==> src/rtl/branch_target_predictor.sv <==
// Tagged direct-mapped branch target buffer with per-entry saturating
// direction counters and a saturating misprediction statistics counter.
module branch_target_predictor #(
  parameter int ADDR_WIDTH = 16,
  parameter int ENTRIES    = 16,
  parameter int CTR_BITS   = 2,
  parameter int CNT_WIDTH  = 16
) (
  input  logic                  clk,
  input  logic                  reset,
  input  logic                  lookup_valid,
  input  logic [ADDR_WIDTH-1:0] lookup_pc,
  output logic                  predict_valid,
  output logic                  predict_hit,
  output logic                  predict_taken,
  output logic [ADDR_WIDTH-1:0] predict_target,
  input  logic                  update_valid,
  input  logic [ADDR_WIDTH-1:0] update_pc,
  input  logic                  update_taken,
  input  logic [ADDR_WIDTH-1:0] update_target,
  input  logic                  update_mispredict,
  output logic [CNT_WIDTH-1:0]  mispredict_count
);

  localparam int IDX_BITS = $clog2(ENTRIES);
  localparam int TAG_BITS = ADDR_WIDTH - IDX_BITS;

  localparam logic [CTR_BITS-1:0] CTR_MAX  = '1;
  localparam logic [CTR_BITS-1:0] CTR_WEAK =
    CTR_BITS'(1) << (CTR_BITS - 1);
  localparam logic [CNT_WIDTH-1:0] CNT_MAX = '1;

  logic                  valid_q [ENTRIES];
  logic [TAG_BITS-1:0]   tag_q   [ENTRIES];
  logic [ADDR_WIDTH-1:0] tgt_q   [ENTRIES];
  logic [CTR_BITS-1:0]   ctr_q   [ENTRIES];

  logic [IDX_BITS-1:0] lk_idx;
  logic [TAG_BITS-1:0] lk_tag;
  logic                lk_hit;
  logic                lk_taken;

  logic [IDX_BITS-1:0] up_idx;
  logic [TAG_BITS-1:0] up_tag;
  logic                up_hit;

  assign lk_idx   = lookup_pc[IDX_BITS-1:0];
  assign lk_tag   = lookup_pc[ADDR_WIDTH-1:IDX_BITS];
  assign lk_hit   = valid_q[lk_idx] && (tag_q[lk_idx] == lk_tag);
  assign lk_taken = lk_hit && ctr_q[lk_idx][CTR_BITS-1];

  assign up_idx = update_pc[IDX_BITS-1:0];
  assign up_tag = update_pc[ADDR_WIDTH-1:IDX_BITS];
  assign up_hit = valid_q[up_idx] && (tag_q[up_idx] == up_tag);

  // Lookup reads the pre-update table: no bypass from the update port.
  always_ff @(posedge clk) begin
    if (reset) begin
      predict_valid  <= 1'b0;
      predict_hit    <= 1'b0;
      predict_taken  <= 1'b0;
      predict_target <= '0;
    end else begin
      predict_valid <= lookup_valid;
      predict_hit   <= lookup_valid && lk_hit;
      predict_taken <= lookup_valid && lk_taken;
      if (lookup_valid) begin
        predict_target <= lk_taken ? tgt_q[lk_idx]
                                   : lookup_pc + ADDR_WIDTH'(1);
      end
    end
  end

  always_ff @(posedge clk) begin
    if (reset) begin
      for (int i = 0; i < ENTRIES; i++) begin
        valid_q[i] <= 1'b0;
        ctr_q[i]   <= '0;
      end
    end else if (update_valid) begin
      if (up_hit) begin
        if (update_taken) begin
          if (ctr_q[up_idx] != CTR_MAX)
            ctr_q[up_idx] <= ctr_q[up_idx] + CTR_BITS'(1);
        end else if (ctr_q[up_idx] != '0) begin
          ctr_q[up_idx] <= ctr_q[up_idx] - CTR_BITS'(1);
        end
      end else if (update_taken) begin
        valid_q[up_idx] <= 1'b1;
        ctr_q[up_idx]   <= CTR_WEAK;
      end
    end
  end

  // Tag and target need no reset; a taken update either refreshes a hit
  // (same tag) or allocates over whatever occupied the slot.
  always_ff @(posedge clk) begin
    if (!reset && update_valid && update_taken) begin
      tag_q[up_idx] <= up_tag;
      tgt_q[up_idx] <= update_target;
    end
  end

  always_ff @(posedge clk) begin
    if (reset) begin
      mispredict_count <= '0;
    end else if (update_valid && update_mispredict &&
                 mispredict_count != CNT_MAX) begin
      mispredict_count <= mispredict_count + CNT_WIDTH'(1);
    end
  end

endmodule

==> config.mk <==
export PLATFORM = sky130hd
export DESIGN_NAME = branch_target_predictor
export DESIGN_NICKNAME = d
export VERILOG_FILES = /design/src/rtl/branch_target_predictor.sv
export SDC_FILE = /design/constraint.sdc
export NUM_CORES = 1
export LEC_CHECK = 0
export BUFFER_PORTS_ARGS = -buffer_cell sky130_fd_sc_hd__buf_2
export CAP_MARGIN = 40
export CORE_MARGIN = 5
export CORE_UTILIZATION = 35
export CTS_CLUSTER_DIAMETER = 150
export DETAILED_ROUTE_END_ITERATION = 10
export PLACE_DENSITY_LB_ADDON = 0.1
export SETUP_SLACK_MARGIN = 0.15
export SYNTH_ARGS = -nofsm -noshare
export SYNTH_HDL_FRONTEND = slang
export SYNTH_SLANG_ARGS = --single-unit
==> constraint.sdc <==
create_clock -name clk -period 4.54 [get_ports clk]
set_input_delay 0.681 -clock clk [delete_from_list [all_inputs] [get_ports clk]]
set_output_delay 0.681 -clock clk [all_outputs]
set_load 0.01 [all_outputs]
[Word level (Yosys, flattened, before mapping)]
Memory sizes are Yosys's and may differ from the RTL's.
Cells that the tools add are included.
Operators by class
  add/subtract/negate cells: 4
  multipliers: 0
  div/mod/pow operators: 0
  $lt $le $gt $ge: 0
  equality and inequality tests: 4
  shifts and indexed selects: 0
  mux-type cells: 30
  bitwise operators: 2
  reduce and logical (&&, ||, !) cells: 13
Operators by type and width (count)
  16-bit by 1-bit adder with 16-bit output, second input constant: 2
  12-bit == test: 2
  1-bit two-way mux: 24
  16-bit two-way mux: 1
  16-bit inequality test, second input constant: 1
  1-bit logical AND: 9
  4-bit two-way mux: 2
  2-bit two-way mux: 3
  2-bit by 1-bit adder with 2-bit output, second input constant: 1
  2-bit inequality test, second input constant: 1
  1-bit OR: 2
  2-bit nonzero test: 1
  2-bit OR reduction: 1
  2-bit by 1-bit subtractor with 2-bit output, second input constant: 1
  1-bit logical NOT: 1
  1-bit OR reduction: 1
Storage, ports and cells
  bits in registers: 35
  latch bits: 0
  RAM bits: 496
  ROM bits: 0
  output and inout port bits: 35
  logic and storage cells: 62
  memories kept: 4
Memories
  tgt_q: words 16, width 16, read ports 1, clocked after Yosys merged registers in 0, wr ports 1, line 35  | logic [ADDR_WIDTH-1:0] tgt_q [ENTRIES];
  tag_q: words 16, width 12, read ports 2, clocked after Yosys merged registers in 0, wr ports 1, line 34  | logic [TAG_BITS-1:0] tag_q [ENTRIES];
  ctr_q: words 16, width 2, read ports 2, clocked after Yosys merged registers in 0, wr ports 16, line 36  | logic [CTR_BITS-1:0] ctr_q [ENTRIES];
  valid_q: words 16, width 1, read ports 2, clocked after Yosys merged registers in 0, wr ports 16, line 33  | logic valid_q [ENTRIES];

[Longest topological paths before layout]
Gate-level depths: netlist of run 1.
An unclocked memory read counts as a cell.
  depth in word-level cells: 12
  gate-level depth with buffers: 14
  mapped depth without buffers: 8

[Least setup slack after synthesis of run 1]
No wires, ideal clock.
  path type: input -> register
  start point: in lookup_pc[0]
  end point: reg predict_target[0]
  setup time: 138 ps
  arrival time: 3366 ps
  setup slack: 1036 ps
  stages: 10
  cells stage by stage: buf_4 > buf_2 > buf_4 > buf_4 > buf_2 > buf_2 > mux4_2 > mux4_2 > mux2i_1 > a211oi_1
Between the ends
  word-level cells in the longest chain between the ends: 5
  elaborated cells between the ends (all ways): 9
  classes of those cells: 1 x add/sub; 1 x eq/ne; 1 x mux; 2 x reduce/logical; 4 x memory
RTL lines
  start, declared: line 12  | input logic [ADDR_WIDTH-1:0] lookup_pc,
  memory 16 x 12 bit
  12-bit == test: line 49  | assign lk_hit = valid_q[lk_idx] && (tag_q[lk_idx] == lk_tag);
  1-bit logical AND: line 49
  1-bit logical AND: line 50  | assign lk_taken = lk_hit && ctr_q[lk_idx][CTR_BITS-1];
  16-bit two-way mux (*): line 68  | predict_target <= lk_taken ? tgt_q[lk_idx]
  end signal, assigned: line 68
  end, declared: line 16  | output logic [ADDR_WIDTH-1:0] predict_target,
Mark *: on every way between the ends. The rest lies on a longest branch, timed or not.
A chain may end at the register's enable or synchronous reset.

==> metrics.txt, run 1 <==
initial antenna violation count=5; H-Tree Depth=2; EDFF count, synth=480; first-iteration detailed-routing DRC count=1328; P_leak=8.942 nW; Die W=270.1 um; register area share after synthesis=65.17%; Hold-fix buffers, CTS=0; DP HPWL=44610 um; met3 WL=4319 um; Met1 Wirelength=31960 um; synthesis-to-finish area growth=15.73%; wire length on met2=33870 um; # port buffers=88; Critical Path RT=4.82 ns; placed cell count=2300; worst skew pair latency=0.62 ns; most used cell, CP=buf_4; Tot Pwr=11.06 mW; CP Class=input pin to flip-flop; worst hold stages=1; Post-Route Setup TNS=0 ns; peak supply drop=283.3 uV; Fillers=6044; Routed Antenna Nets=0; hold path start=update_target[15]; Synth cell types=65; achievable frequency=0.2674 GHz; critical path cell sequence=buf_4 -> buf_4 -> and2_1 -> a22o_1 -> nor3_1 -> or3_1 -> a21oi_1 -> o2111ai_2 -> o31a_1 -> o31ai_1; # nets final=1544; GP Congestion=0.8375; CTS tree=built; CP endpoint kind=flip-flop; CTS Sinks=531; Worst Path Max Fanout=23; gr usage total=19.46%; total grt overflow=0; Finished Core Util=40.81%; DRT Pass-1 Iters=8; drt wl/cell=29.83 um; die area=0.07297 mm2; hold violation total from the final report=0; RSZ-0062 raised after global routing=false; Synth area leaders=edfxtp_1 (61%), mux4_2 (18%), dfxtp_1 (4.3%); area leader, netlist=edfxtp_1; CTS buffer count=59; Worst-path clk slew=0.06 ns; Top Metal Used=met4; Mapped Area=0.02368 mm2; largest net degree at the start of global routing=37; R2R Path End=ctr_q[12][0]; cts repair resizes=0; flip-flop and latch area=0.01543 mm2; Critical Path Start Type=input pin; FF-to-FF path depth=8; CP max-delay cell=o31a_1; # rows=95; status=finished, final reports clean; CTS root buf=clkbuf_16; HP Class=input pin to flip-flop; fin cells=2415; # IOs=89; chip height=270.1 um; area of the multi-input gates=0.007819 mm2; Slew @ Worst Pin=0.8946 ns; r2r startpoint=tag_q[15][5]; vias in the first global route=14380; crit path DAT=4.02 ns; Routed WL=72030 um; flops & latches, synth=531; layout cell share with drive strength beyond 1=29.39%; Worst Hold Endpoint=tgt_q[12][15]; first-pass GRT wire length=104200 um; slew margin rel.=40.14%; initial core utilization=35.27%; via count=13780; Final period util=82.38%; Finish-stage setup viols=0; DRC errors left=0; Top FF cell, synth=edfxtp_1; setup bufs post-CTS=0; clock buffer depth=3; Max stage delay on crit path=0.63 ns; Yosys top cell area share=60.86%; post-synthesis net count=1429; Worst Skew=0.01469 ns; Synth async-reset ratio=0%; Gate Count Post-Synth=1373; R2R Setup Slk=0.98 ns; Yosys warning total=0; Synth Area per Inst=17.25 um2; pwr dens=403.6 mW/mm2; Core Footprint=0.06716 mm2; crit path time final=3.740 ns; Slew Viols, Final=0; Vias/cell=5.704; maxcap violations=0
==> state kept, by name (all words and copies together), names as in the netlist <==
| register | cells |
|---|---|
| predict_target | 16 |
| ctr_q | 32 |
| mispredict_count | 16 |
| predict_taken | 1 |
| predict_hit | 1 |
| valid_q | 16 |
| tag_q | 192 |
| predict_valid | 1 |
| tgt_q | 256 |
==> stage by stage <==
stage          hold WS [ns]  instance area [um2]  setup slack, ns
6_report             0.4325                27410           0.8000
5_1_grt              0.4058                27400           0.5876
4_1_cts              0.3897                27400           0.8487
2_1_floorplan        0.4434                23680            1.036
3_5_place_dp         0.4689                25450           0.1972
3_3_place_gp         0.4606                25420           0.2929
==> routing by layer <==
metal	track usage (%)	up-vias
met4	5.054	0
li1	-	5882
met3	3.722	121
met1	27.53	7293
met2	31.20	480
met5	0	-
==> worst max path at each step <==
stage                  from                end  slack (ns)  cells after the start
2_1_floorplan  lookup_pc[0]  predict_target[0]        1.04                     10
3_5_place_dp   update_pc[0]       ctr_q[14][1]        0.20                     10
6_report       update_pc[0]       ctr_q[12][0]        0.80                     10
5_1_grt        update_pc[0]        ctr_q[8][1]        0.59                     10
3_3_place_gp   update_pc[0]        ctr_q[0][0]        0.29                     10
4_1_cts        update_pc[0]       ctr_q[14][1]        0.85                     10
==> final cells by class <==
type	count	share of cell area, %
antenna	4	0.03652
clock buffer	76	5.802
clock inverter	35	1.324
inverter	22	0.3013
multi-input combinational	726	28.53
sequential	531	56.31
tap	873	3.985
timing repair buffer	148	3.716
==> power breakdown <==
group / switching (mW) / total (mW) / leakage, nW / internal (mW)
registers: 0.0258 / 5.40 / 4.78 / 5.38
clock network: 1.98 / 4.84 / 0.947 / 2.86
logic: 0.495 / 0.820 / 3.22 / 0.325
==> critical path: cells and delay by family <==
kind	cells	cell delay, ns
AO/OA/AOI/OAI	5	1.79
buffers and inverters	2	0.69
AND/OR/NAND/NOR	3	0.81
==> synth_stat cells, types with 6 or more instances <==
cell type    n
nand2_1     82
dfxtp_1     51
nor2_1      78
nor3_1      11
inv_1       20
xnor2_1     19
xor2_1      20
o21ai_0     24
nand2b_1     6
buf_4       13
and2_1       8
mux2_2       8
o2bb2ai_1   17
o31ai_1     17
or3_1       11
nand4_1     16
a31oi_1     21
clkbuf_1    43
buf_2       28
a311oi_1     7
a22oi_1     11
a22o_1      13
edfxtp_1   480
a211oi_1    11
nand3_1     16
mux4_2     186
and3_1       7
a21oi_1     13
nor2b_1     11
and4_1       6
o22ai_1      7
mux2i_1     54
==> layout by cell type (no fill, tap or decap), types with 20 or more instances in the layout <==
| master | instances |
|---|---|
| buf_2 | 84 |
| o21ai_0 | 24 |
| nand2_1 | 82 |
| xor2_1 | 20 |
| dfxtp_1 | 51 |
| buf_4 | 54 |
| mux4_2 | 186 |
| a31oi_1 | 21 |
| mux2i_1 | 54 |
| clkbuf_16 | 59 |
| edfxtp_1 | 480 |
| nor2_1 | 62 |
==> cells by family after synthesis <==
| logic type | share of synthesized area, % |
|---|---|
| AO/OA/AOI/OAI | 5.124 |
| XOR/XNOR | 1.442 |
| adder cells (fa/ha/maj) | 0.1056 |
| buffers and inverters | 2.324 |
| flip-flops | 65.17 |
| multiplexers | 20.35 |
| AND/OR/NAND/NOR | 5.484 |
Note: power is estimated with default switching activity, not from simulation.
==> inputs of run 2 (changes only) <==
Clock period 4.54 ns to 3.47 ns, I/O delays scaled along.
==> metrics.txt, run 2 (synthesis results as in run 1) <==
peak supply drop=416.7 uV; CTS tree=built; # rows=95; first-pass GRT wire length=103900 um; Fillers=5948; total grt overflow=0; crit path time final=3.194 ns; Routed Antenna Nets=0; slew margin rel.=53.98%; Critical Path Start Type=input pin; CP Class=input pin to flip-flop; cts repair resizes=0; Slew @ Worst Pin=0.6903 ns; CTS Sinks=531; Die W=270.1 um; Vias/cell=5.583; status=finished, final reports clean; synthesis-to-finish area growth=19.21%; initial antenna violation count=6; worst skew pair latency=0.62 ns; Worst Path Max Fanout=16; # nets final=1618; Routed WL=71710 um; max reg flops=256; Core Footprint=0.06716 mm2; Hold-fix buffers, CTS=0; layout cell share with drive strength beyond 1=33.13%; die area=0.07297 mm2; vias in the first global route=14240; critical path cell sequence=buf_4 -> buf_12 -> nor2b_1 -> a22oi_1 -> a31o_2 -> or3_1 -> o211ai_1 -> nand2_2 -> buf_4 -> or4_1 -> buf_4 -> a31oi_1; commonest non-fill, non-tap cell in the layout=edfxtp_1; clock buffer depth=3; most used cell, CP=buf_4; most frequent cells in the layout=edfxtp_1 (480), mux4_2 (186), buf_4 (110); Final period util=92.05%; # port buffers=88; drt wl/cell=28.86 um; CP endpoint kind=flip-flop; hold violation total from the final report=0; Tot Pwr=14.52 mW; GR Util met2=30.23%; GP Congestion=0.8188; chip height=270.1 um; CTS buffer count=58; CP max-delay cell=nor2b_1; maxcap violations=0; Worst Skew=0.02999 ns; Finish-stage setup viols=0; top flop regs=tgt_q (256), tag_q (192), ctr_q (32); DP HPWL=45330 um; HP Class=input pin to flip-flop; achievable frequency=0.3131 GHz; RSZ-0062 raised after global routing=false; met1 Use GR=28.93%; met3 Use GR=2.638%; DRT Pass-1 Iters=5; Slew Viols, Final=0; n_diodes=0; GR peak layer=met2; H-Tree Depth=2; Critical Path RT=3.90 ns; via count=13870; P_leak=9.400 nW; Worst-path clk slew=0.06 ns; gr usage total=19.34%; first-iteration detailed-routing DRC count=1159; initial core utilization=35.27%; crit path DAT=3.63 ns; setup bufs post-CTS=0; DRC errors left=0; Post-Route Setup TNS=0 ns; Biggest register=tgt_q; # IOs=89; CTS root buf=clkbuf_16; largest net degree at the start of global routing=72; Max stage delay on crit path=0.46 ns; pwr dens=514.3 mW/mm2
run 2: final timing paths:
check                                    from            to  slack [ns]  cells past startpoint
worst max-delay path             update_pc[0]  ctr_q[13][1]        0.28                     12
worst min-delay path            update_pc[12]   tag_q[4][8]        0.19                      1
worst max register to register   tag_q[6][10]  ctr_q[13][1]        0.31                     10
worst min register to register     valid_q[5]    valid_q[5]        0.49                      1
run 2: worst max-delay path, delay by kind of cell:
family,cells,cell delay [ns]
and+or+nand+nor,4,1.43
AOI/OAI and AO/OA,4,0.94
buffers and inverters,4,0.72
run 2: final cells by class:
type                            count  area (um2)  area share [%]
Clock inverter                     33       342.8           1.214
Timing Repair Buffer              223        1819           6.443
Inverter                           22       82.58          0.2925
Clock buffer                       77        1615           5.721
Sequential cell                   531       15430           54.67
Tap cell                          873        1092           3.869
Multi-Input combinational cell    726        7848           27.79
run 2: report_power, final:
| group | total, mW | internal, mW | switching (mW) |
|---|---|---|---|
| logic | 1.16 | 0.498 | 0.660 |
| clock network | 6.29 | 3.72 | 2.58 |
| registers | 7.07 | 7.03 | 0.0363 |
| total | 14.5 | 11.2 | 3.27 |
run 2: stage by stage:
stage	setup slack [ns]	cells	util, %	area, um2	hold WS (ns)
global route	0.1481	2485	42.04	28230	0.1622
global placement	-0.2514	2374	39.04	26220	0.4689
CTS	0.2003	2485	42.00	28210	0.1430
detailed placement	-0.3346	2375	39.08	26250	0.4710
finish	0.2760	2485	42.04	28230	0.1871
floorplan	0.1341	1373	-	23690	0.4434
run 2: layer usage:
layer  wire length, um  up-vias
met5                21        -
met4              1604        4
met3              3687       92
met2             33220      436
met1             33180     7323
li1                  -     6018
